`config.mk`:
```
export PLATFORM = sky130hd
export DESIGN_NAME = instr_fetch_unit
export DESIGN_NICKNAME = d
export VERILOG_FILES = /design/src/rtl/instr_fetch_unit.sv
export SDC_FILE = /design/constraint.sdc
export NUM_CORES = 1
export LEC_CHECK = 0
export CORE_MARGIN = 3
export CORE_UTILIZATION = 47
export DETAILED_ROUTE_END_ITERATION = 7
export PLACE_DENSITY = 0.79
export REMOVE_ABC_BUFFERS = 1
export SYNTH_ARGS = -nofsm -noshare
export SYNTH_HDL_FRONTEND = slang
export SYNTH_SLANG_ARGS = --single-unit
```
`constraint.sdc`:
```
create_clock -name clk -period 3.7 [get_ports clk]
set_clock_uncertainty 0.15 [all_clocks]
set_input_delay 0.925 -clock clk [delete_from_list [all_inputs] [get_ports clk]]
set_output_delay 0.925 -clock clk [all_outputs]
set_load 0.02 [all_outputs]
```
`src/rtl/instr_fetch_unit.sv`:
```
// rtl/instr_fetch_unit.sv - single-outstanding instruction fetch with decode handshake
module instr_fetch_unit #(
  parameter int ADDR_W  = 12,
  parameter int INSTR_W = 9,
  parameter int TIMEOUT = 16
) (
  input  logic               clk,
  input  logic               reset,
  input  logic [31:0]        pc_in,
  input  logic               redirect,
  input  logic               halt,
  output logic               imem_req,
  output logic [ADDR_W-1:0]  imem_addr,
  input  logic [INSTR_W-1:0] imem_rdata,
  input  logic               imem_rvalid,
  output logic [INSTR_W-1:0] instr_out,
  output logic [31:0]        instr_pc,
  output logic               instr_valid,
  input  logic               dec_ready,
  output logic               pc_advance,
  output logic               halted,
  output logic               fault
);

  localparam int CNT_W = $clog2(TIMEOUT + 1);
  localparam logic [CNT_W-1:0] CNT_LAST = CNT_W'(TIMEOUT - 1);

  localparam logic [2:0] S_IDLE   = 3'd0;
  localparam logic [2:0] S_REQ    = 3'd1;
  localparam logic [2:0] S_WAIT   = 3'd2;
  localparam logic [2:0] S_HOLD   = 3'd3;
  localparam logic [2:0] S_HALTED = 3'd4;

  logic [2:0]       state;
  logic [31:0]      req_pc;
  logic             drop;
  logic             halt_pending;
  logic [CNT_W-1:0] cnt;
  logic             pc_oob;

  assign pc_oob     = |pc_in[31:ADDR_W];
  assign imem_req   = (state == S_REQ) && !pc_oob;
  assign imem_addr  = imem_req ? pc_in[ADDR_W-1:0] : '0;
  assign pc_advance = (state == S_HOLD) && instr_valid && dec_ready && !redirect;
  assign halted     = (state == S_HALTED);

  always_ff @(posedge clk or posedge reset) begin
    if (reset) begin
      state        <= S_IDLE;
      req_pc       <= '0;
      drop         <= 1'b0;
      halt_pending <= 1'b0;
      cnt          <= '0;
      instr_out    <= '0;
      instr_pc     <= '0;
      instr_valid  <= 1'b0;
      fault        <= 1'b0;
    end else begin
      if (halt) halt_pending <= 1'b1;
      case (state)
        S_IDLE: state <= S_REQ;
        S_REQ: begin
          if (pc_oob) begin
            fault <= 1'b1;
            state <= S_HALTED;
          end else begin
            req_pc <= pc_in;
            cnt    <= '0;
            drop   <= redirect;
            state  <= S_WAIT;
          end
        end
        S_WAIT: begin
          // A redirect coinciding with the data beat also makes that data stale.
          if (imem_rvalid) begin
            drop <= 1'b0;
            if (drop || redirect) begin
              state <= S_REQ;
            end else begin
              instr_out   <= imem_rdata;
              instr_pc    <= req_pc;
              instr_valid <= 1'b1;
              state       <= S_HOLD;
            end
          end else if (cnt == CNT_LAST) begin
            fault <= 1'b1;
            state <= S_HALTED;
          end else begin
            cnt <= cnt + 1'b1;
            if (redirect) drop <= 1'b1;
          end
        end
        S_HOLD: begin
          if (redirect) begin
            instr_valid <= 1'b0;
            state       <= S_REQ;
          end else if (dec_ready) begin
            instr_valid <= 1'b0;
            state       <= (halt || halt_pending) ? S_HALTED : S_REQ;
          end
        end
        S_HALTED: instr_valid <= 1'b0;
        default:  state <= S_IDLE;
      endcase
    end
  end

endmodule

```
# Word level (Yosys, flattened, before mapping)
# Cells that the tools add are included.
# op_classes
n_addsub	1
mul	0
div_mod_pow	0
n_lt_le_gt_ge	0
n_eq_ne	16
shifts	0
muxes	27
bitwise	3
n_reduce_logical	19
# op_table
op	n
$reduce_or A20 Y1	1
$mux W3	6
$reduce_and A4 Y1	4
$mux W5	3
$pmux W3 S5	1
$ne A2 B2 Y1 const B	7
$mux W12	1
$ne A3 B3 Y1 const B	4
$mux W1	11
$pmux W5 S2	1
$eq A3 B2 Y1 const B	2
$reduce_and A3 Y1	2
$add A5 B1 Y5 const B	1
$eq A5 B4 Y1 const B	1
$logic_and A1 B1 Y1	4
$pmux W1 S2	2
$eq A3 B1 Y1 const B	1
$eq A3 B3 Y1 const B	1
$logic_not A3 Y1	1
$not A1 Y1	3
$pmux W1 S3	1
$reduce_bool A3 Y1	1
$logic_not A1 Y1	2
$logic_or A1 B1 Y1	2
3 further kinds	3
# totals
regBits	85
latch_bits	0
ramBits	0
romBits	0
in_bits	47
output_inout_bits	58
n_memories	0

# Depth between registers and ports, before layout
# Gate-level depths: netlist (run 1).
# logic_depth
ltp_word	5
ltp_mapped	7

# Worst setup path after synthesis (run 1)
# Ideal clock, no wire load.
# synth_timing
path_kind	input to output
start	input pc_in[23]
end	output imem_addr[10]
arrival_time_ps	2186
required_time_ps	2625
setup_slack_ps	439
stages	5
cell_sequence	nor4_1 > nand3_1 > nor3_4 > buf_2 > and2_1
# synth_via
elab_chain_len	4
# synth_rtl
element	line	rtl
from (decl)	9	input logic [31:0] pc_in,
$reduce_or A20 Y1	41	assign pc_oob = |pc_in[31:ADDR_W];
$logic_not A1 Y1	42	assign imem_req = (state == S_REQ) && !pc_oob;
$logic_and A1 B1 Y1	42	
net imem_req	12	output logic imem_req,
$mux W12	43	assign imem_addr = imem_req ? pc_in[ADDR_W-1:0] : '0;
to (decl)	13	output logic [ADDR_W-1:0] imem_addr,
# The timed path passes the listed nets, and every way through them passes these cells.

# Final worst setup path (run 1)
# layout_timing
start	input pc_in[21]
end	output imem_addr[4]
# layout_via
elab_chain_len	4
# layout_rtl
element	line
$reduce_or A20 Y1	41
$logic_not A1 Y1	42
$logic_and A1 B1 Y1	42
$mux W12	43
# Every way passes these cells.

==> results of run 1 <==
logic make-up (layout without fill, tap and decap cells):
family	Yosys count	in the layout
AOI/OAI and AO/OA	21	21
xor gates and xnor gates	2	2
adders and majority gates	3	3
buffers and inverters	18	140
DFF	85	85
muxes	53	53
and+or+nand+nor	79	79
final cells by class:
class,count,area share
flip-flops and latches,85,0.434
clock inverters,7,0.0158
clock buffers,9,0.0253
multi-input cells,158,0.267
well taps,96,0.0245
repair buffers,120,0.230
inverters,4,0.00332
placed cells by master (no fill, tap or decap), types with 3 or more instances in the layout:
| cell type | instances |
|---|---|
| dfrtp_1 | 85 |
| nor3_1 | 3 |
| a21oi_1 | 5 |
| mux2_2 | 53 |
| and2_1 | 13 |
| nand2_1 | 9 |
| inv_6 | 3 |
| nor2_1 | 9 |
| nor3b_1 | 3 |
| buf_2 | 3 |
| nor2b_1 | 21 |
| clkbuf_8 | 9 |
| inv_1 | 3 |
| ha_1 | 3 |
| clkinv_2 | 3 |
| clkdlybuf4s50_1 | 90 |
| buf_4 | 23 |
| o21ai_0 | 6 |
worst paths after layout:
kind	startpoint	end	slack, ns	cells after the start
setup / recovery	pc_in[21]	imem_addr[4]	0.08	7
hold / removal	halt_pending	halt_pending	0.33	2
setup reg to reg	state[0]	instr_pc[9]	1.36	3
hold reg to reg	halt_pending	halt_pending	0.33	2
max in group asynchronous	reset	instr_valid	1.83	3
min in group asynchronous	reset	req_pc[10]	0.81	2
registers in the layout (all words and copies together) (netlist names):
| name | cells |
|---|---|
| instr_valid | 1 |
| instr_out | 9 |
| halt_pending | 1 |
| drop | 1 |
| fault | 1 |
| instr_pc | 32 |
| cnt | 5 |
| req_pc | 32 |
| state | 3 |
cells in the mapped netlist:
library cell	instances
a211oi_1	1
a21oi_1	5
a22o_1	1
a31oi_1	2
and2_1	13
and3_1	2
buf_2	7
buf_6	6
clkbuf_1	1
dfrtp_1	85
ha_1	3
inv_1	4
mux2_2	53
nand2_1	10
nand2b_1	1
nand3_1	2
nand3_4	1
nand4_1	2
nand4bb_1	1
nor2_1	9
nor2b_1	21
nor3_1	3
nor3_4	1
nor3b_1	3
nor3b_4	1
nor4_1	5
o211ai_1	1
o21ai_0	6
o21bai_1	1
o311a_1	1
o311ai_0	1
o31ai_1	1
o32ai_1	1
or2_2	1
or3_1	2
or3b_1	1
xnor2_1	1
xor2_1	1
timing repair:
action                     CTS  global route
pin swaps                    1             4
resized for setup           51            18
setup endpoints to repair   13            13
setup buffers                2             1
hold buffers                 0             0
layer usage:
layer  wire length [µm]  GRT usage  up-vias
met2               3630      0.286       70
met5                  0          0        -
met4                110     0.0705        0
met1               3120      0.233     1219
li1                   -          -     1143
met3                351     0.0349       10
critical path: stages:
cell             delay [ns]
clkdlybuf4s50_1        0.46
nor4_4                 0.35
nand2_2                0.13
nor3_4                 0.23
buf_6                  0.17
and2_1                 0.12
buf_2                  0.15
power breakdown:
part / switching (µW) / internal (µW) / total (µW)
clock: 345 / 322 / 667
sequential: 36.6 / 942 / 979
combinational: 75.9 / 87.3 / 163
total: 458 / 1350 / 1810
through the flow:
stage / utilization / hold slack, ns / setup WS (ns)
5_1_grt: 0.699 / 0.367 / -0.00839
4_1_cts: 0.694 / 0.329 / 0.00201
3_5_place_dp: 0.666 / 0.307 / -0.420
2_1_floorplan: - / 0.273 / -0.211
6_report: 0.699 / 0.330 / 0.0822
3_3_place_gp: 0.666 / 0.295 / -0.370
==> flow_summary.toml, run 1 <==
[run_status]
status = "finished clean"

[floorplanning]
die_h_um = 92.5
start_util = 0.501
die-area_um2 = 8560
die_w_um = 92.5
row_count = 30
core_um2 = 7020
io_pins = 105

[min_path]
hold_path.class = "reg2reg"

[final_layout]
area_growth_pct = 39.3
seq_area_um2 = 2130
fin_cells = 479
post-route-cell-area_um2 = 4900
multi_input_area_um2 = 1310
final_nets = 428
fill_cells = 562
diodes = 0
drive_above_1_share = 0.279

[placement]
placed_area_um2 = 4670
dpl.cell_count = 460
portBuffers = 104
gp_congestion = 0.796
dp_hpwl_mm = 5.11

[global_routing]
antenna_found_initial = 0
grt_pass1_wl_mm = 12.0
gr-usage-all-layers = 0.176
grt_pass1_vias = 2457
grt_max_degree = 43
grt.overflow.total = 0

[sta]
slew_violations = 0
hold_viol = 0
final-setup-viol-count = 0
fin_crit_sh = 0.978
fmax_mhz = 276
rsz0062_at_grt = "yes"
finalSetupTns_ns = 0
tightest_slew_ns = 0.641
period_minus_slack_ns = 3.62
relSlewSlack = 0.572

[setup_path]
crit_type = "in2out"
cp-end-kind = "output port"
critPathArrivalTime_ns = 2.54
crit_fanout = 13
crit_path_start_kind = "primary input"
cp.required_ns = 2.62

[cts]
cts.sinks = 85
clkLatencyLatePin_ns = 0.35
cts_buffers = 9
h-tree-depth = 3
cts_tree = "yes"
path_clk_slew_ns = 0.08
clock_path_buffers = 2
cts-root-buf = "clkbuf_8"

[job]
max_cap_viol_count = 0

[synthesis]
ys_types = 38
synth.yosys.seq_area_share = 0.604
synth_top_cell_by_area = "dfrtp_1"
synth_top_area_share = 0.604
synth_compound_area_frac = 0.0380
synth_top_family_by_area = "multiplexers"
synth.area.mux_share = 0.170
synth_area_leaders = "dfrtp_1 (60%), mux2_2 (17%), nor2b_1 (3.7%), and2_1 (2.3%), buf_6 (1.9%)"
ys_warn_count = 0
synth-xor-area-share = 0.00498
synth-simple-area-share = 0.138
synth_cells = 261
synth-seq-cells = 85
synth_area_per_cell_um2 = 13.5
netlist_area_um2 = 3520
synth_fa_ha_area_frac = 0.0107

[pwr]
ir_worst_vdd_mv = 0.235
p_total_uw = 1810
total_leakage_power_uw = 0.00238
powerDensity_nw_per_um2 = 369

[detailed_routing]
drtPass1Iterations = 4
ant_nets = 0
drc = 0
wl_per_cell_um = 15.1
routed_via_density = 5.10
vias = 2442
finalWirelength_mm = 7.21
detail_route.iter0.violations = 81
(Power assumes the default switching activity.)
==> run 2, diff against run 1 <==
--- a/config.mk
+++ b/config.mk
@@ -8,7 +8,7 @@
 export CORE_MARGIN = 3
 export CORE_UTILIZATION = 47
 export DETAILED_ROUTE_END_ITERATION = 7
-export PLACE_DENSITY = 0.79
+export PLACE_DENSITY = 0.87
 export REMOVE_ABC_BUFFERS = 1
 export SYNTH_ARGS = -nofsm -noshare
 export SYNTH_HDL_FRONTEND = slang
==> run 2 against run 1 <==
Against the previous run:
- critical path depth is 1 higher
- worst hold slack better by 0.022 ns
- sequential power barely moved
- global-route usage up 1.0 points
- fmax is 1.4% lower
- clock power rose by 15%
- via count increased by 0.41%
- critical path type unchanged
- largest cell class unchanged
- largest power group unchanged
- highest routed layer unchanged
==> flow_summary.toml, run 2 (synthesized netlist as in run 1, its figures left out) <==
[floorplanning]
die_w_um = 92.5
die_h_um = 92.5
row_count = 30
io_pins = 105
core_um2 = 7020
die-area_um2 = 8560
start_util = 0.501

[cts]
clkLatencyLatePin_ns = 0.34
h-tree-depth = 3
cts_buffers = 9
cts_tree = "yes"
clock_path_buffers = 2
path_clk_slew_ns = 0.08
cts-root-buf = "clkbuf_8"
hold_buffers = 0
cts.sinks = 85

[sta]
rsz0062_at_grt = "yes"
final-setup-viol-count = 0
tightest_slew_ns = 0.747
fmax_mhz = 273
hold_viol = 0
relSlewSlack = 0.502
period_minus_slack_ns = 3.67
slew_violations = 0
fin_crit_sh = 0.992

[final_layout]
fin_cells = 478
final_common_cell = "clkdlybuf4s50_1"
finish.utilization = 0.715
final_cell_mix = "clkdlybuf4s50_1 (87), dfrtp_1 (85), mux2_2 (53)"
final_nets = 428
drive_above_1_share = 0.291
top_regs = "instr_pc: 32 flops, req_pc: 32 flops, instr_out: 9 flops"
area_growth_pct = 42.6
diodes = 0

[setup_path]
reg2reg_depth = 3
crit_fanout = 5
cp-end-kind = "output port"
critical_path.endpoint = "imem_addr[8]"
reg2reg_to = "instr_pc[2]"
cp_cell_sequence = "clkdlybuf4s50_1 > nor4_2 > nand3_1 > nor3_4 > buf_12 > clkbuf_16 > and2_1 > buf_4"
reg2reg_from = "state[0]"
crit_start = "pc_in[31]"
crit_family = "buffers and inverters"
critPathArrivalTime_ns = 2.59
path_buf_inv = 4
reg2reg_slack_ns = 1.40
cpMaxStageDelayCell = "clkdlybuf4s50_1"
cpPeakStageDelay_ns = 0.42
cp_num_cells = 8
crit_type = "in2out"
crit_path_start_kind = "primary input"
cp.required_ns = 2.62

[placement]
dp_hpwl_mm = 5.36
dpl.cell_count = 457
gp_congestion = 0.826
portBuffers = 104

[global_routing]
grt_pass1_vias = 2560
antenna_found_initial = 0
grt_max_degree = 45
grt_pass1_wl_mm = 12.6
gr-usage-all-layers = 0.186
grt.overflow.total = 0

[run_status]
status = "finished clean"

[detailed_routing]
vias = 2452
wl_per_cell_um = 16.4
detail_route.iter0.violations = 58
ant_nets = 0
routed_via_density = 5.13
drc = 0
drtPass1Iterations = 4
finalWirelength_mm = 7.83

[pwr]
p_total_uw = 1920
total_leakage_power_uw = 0.00242
ir_worst_vdd_mv = 0.234
powerDensity_nw_per_um2 = 382

[min_path]
hold_path.class = "reg2reg"

[job]
max_cap_viol_count = 0
run 2: changes by cell type in the layout (fill, tap and decap cells not counted), moves of 3 or more:
| cell | previous run | this run |
|---|---|---|
| and2_1 | 13 | 10 |
| dlygate4sd2_1 | 0 | 3 |
| and2_4 | 0 | 3 |
| buf_4 | 23 | 16 |
| buf_12 | 0 | 3 |
| inv_6 | 3 | 0 |
| clkdlybuf4s50_1 | 90 | 87 |
run 2: power breakdown:
| group | total (µW) | switching, µW | internal, µW |
|---|---|---|---|
| sequential | 978 | 36.1 | 942 |
| clock | 767 | 321 | 446 |
| combinational | 171 | 83.1 | 87.9 |
| total | 1920 | 440 | 1480 |
run 2: timing repair:
item / 4_1_cts / 5_1_grt
pin swaps: 3 / 3
endpoints found under the setup margin: 13 / 11
cloned: 1 / 1
buffers inserted: 4 / 1
resized for setup: 55 / 26
run 2: stage by stage:
stage          instance area, µm²  hold WS [ns]  setup TNS, ns  setup slack, ns
3_5_place_dp                 4680         0.323          -6.21           -0.503
4_1_cts                      4990         0.348       -0.00437         -0.00437
3_3_place_gp                 4680         0.295          -4.09           -0.327
5_1_grt                      5020         0.372          -1.03          -0.0962
6_report                     5020         0.352              0           0.0304
2_1_floorplan                3410         0.273          -2.53           -0.211
run 2: final cells by class:
type	instances	area (µm²)
sequential	85	2130
fill	495	2000
multi-input combinational	158	1330
timing repair buffer	120	1190
clock buffer	9	124
tap	96	120
clock inverter	6	113
inverter	4	16.3
run 2: worst min path at each step:
stage / from / to / slack [ns] / cells after the start
floorplan: halt_pending / halt_pending / 0.27 / 2
global placement: halt_pending / halt_pending / 0.29 / 2
detailed placement: fault / fault / 0.32 / 2
CTS: fault / fault / 0.35 / 2
global route: req_pc[16] / instr_pc[16] / 0.37 / 1
finish: req_pc[20] / req_pc[20] / 0.35 / 1
run 2: metal layers:
layer	global-route usage	wire length (µm)	vias up
met2	0.323	4030	80
met5	0	0	-
met3	0.0512	478	9
li1	-	-	1138
met1	0.226	3240	1225
met4	0.0582	81	0
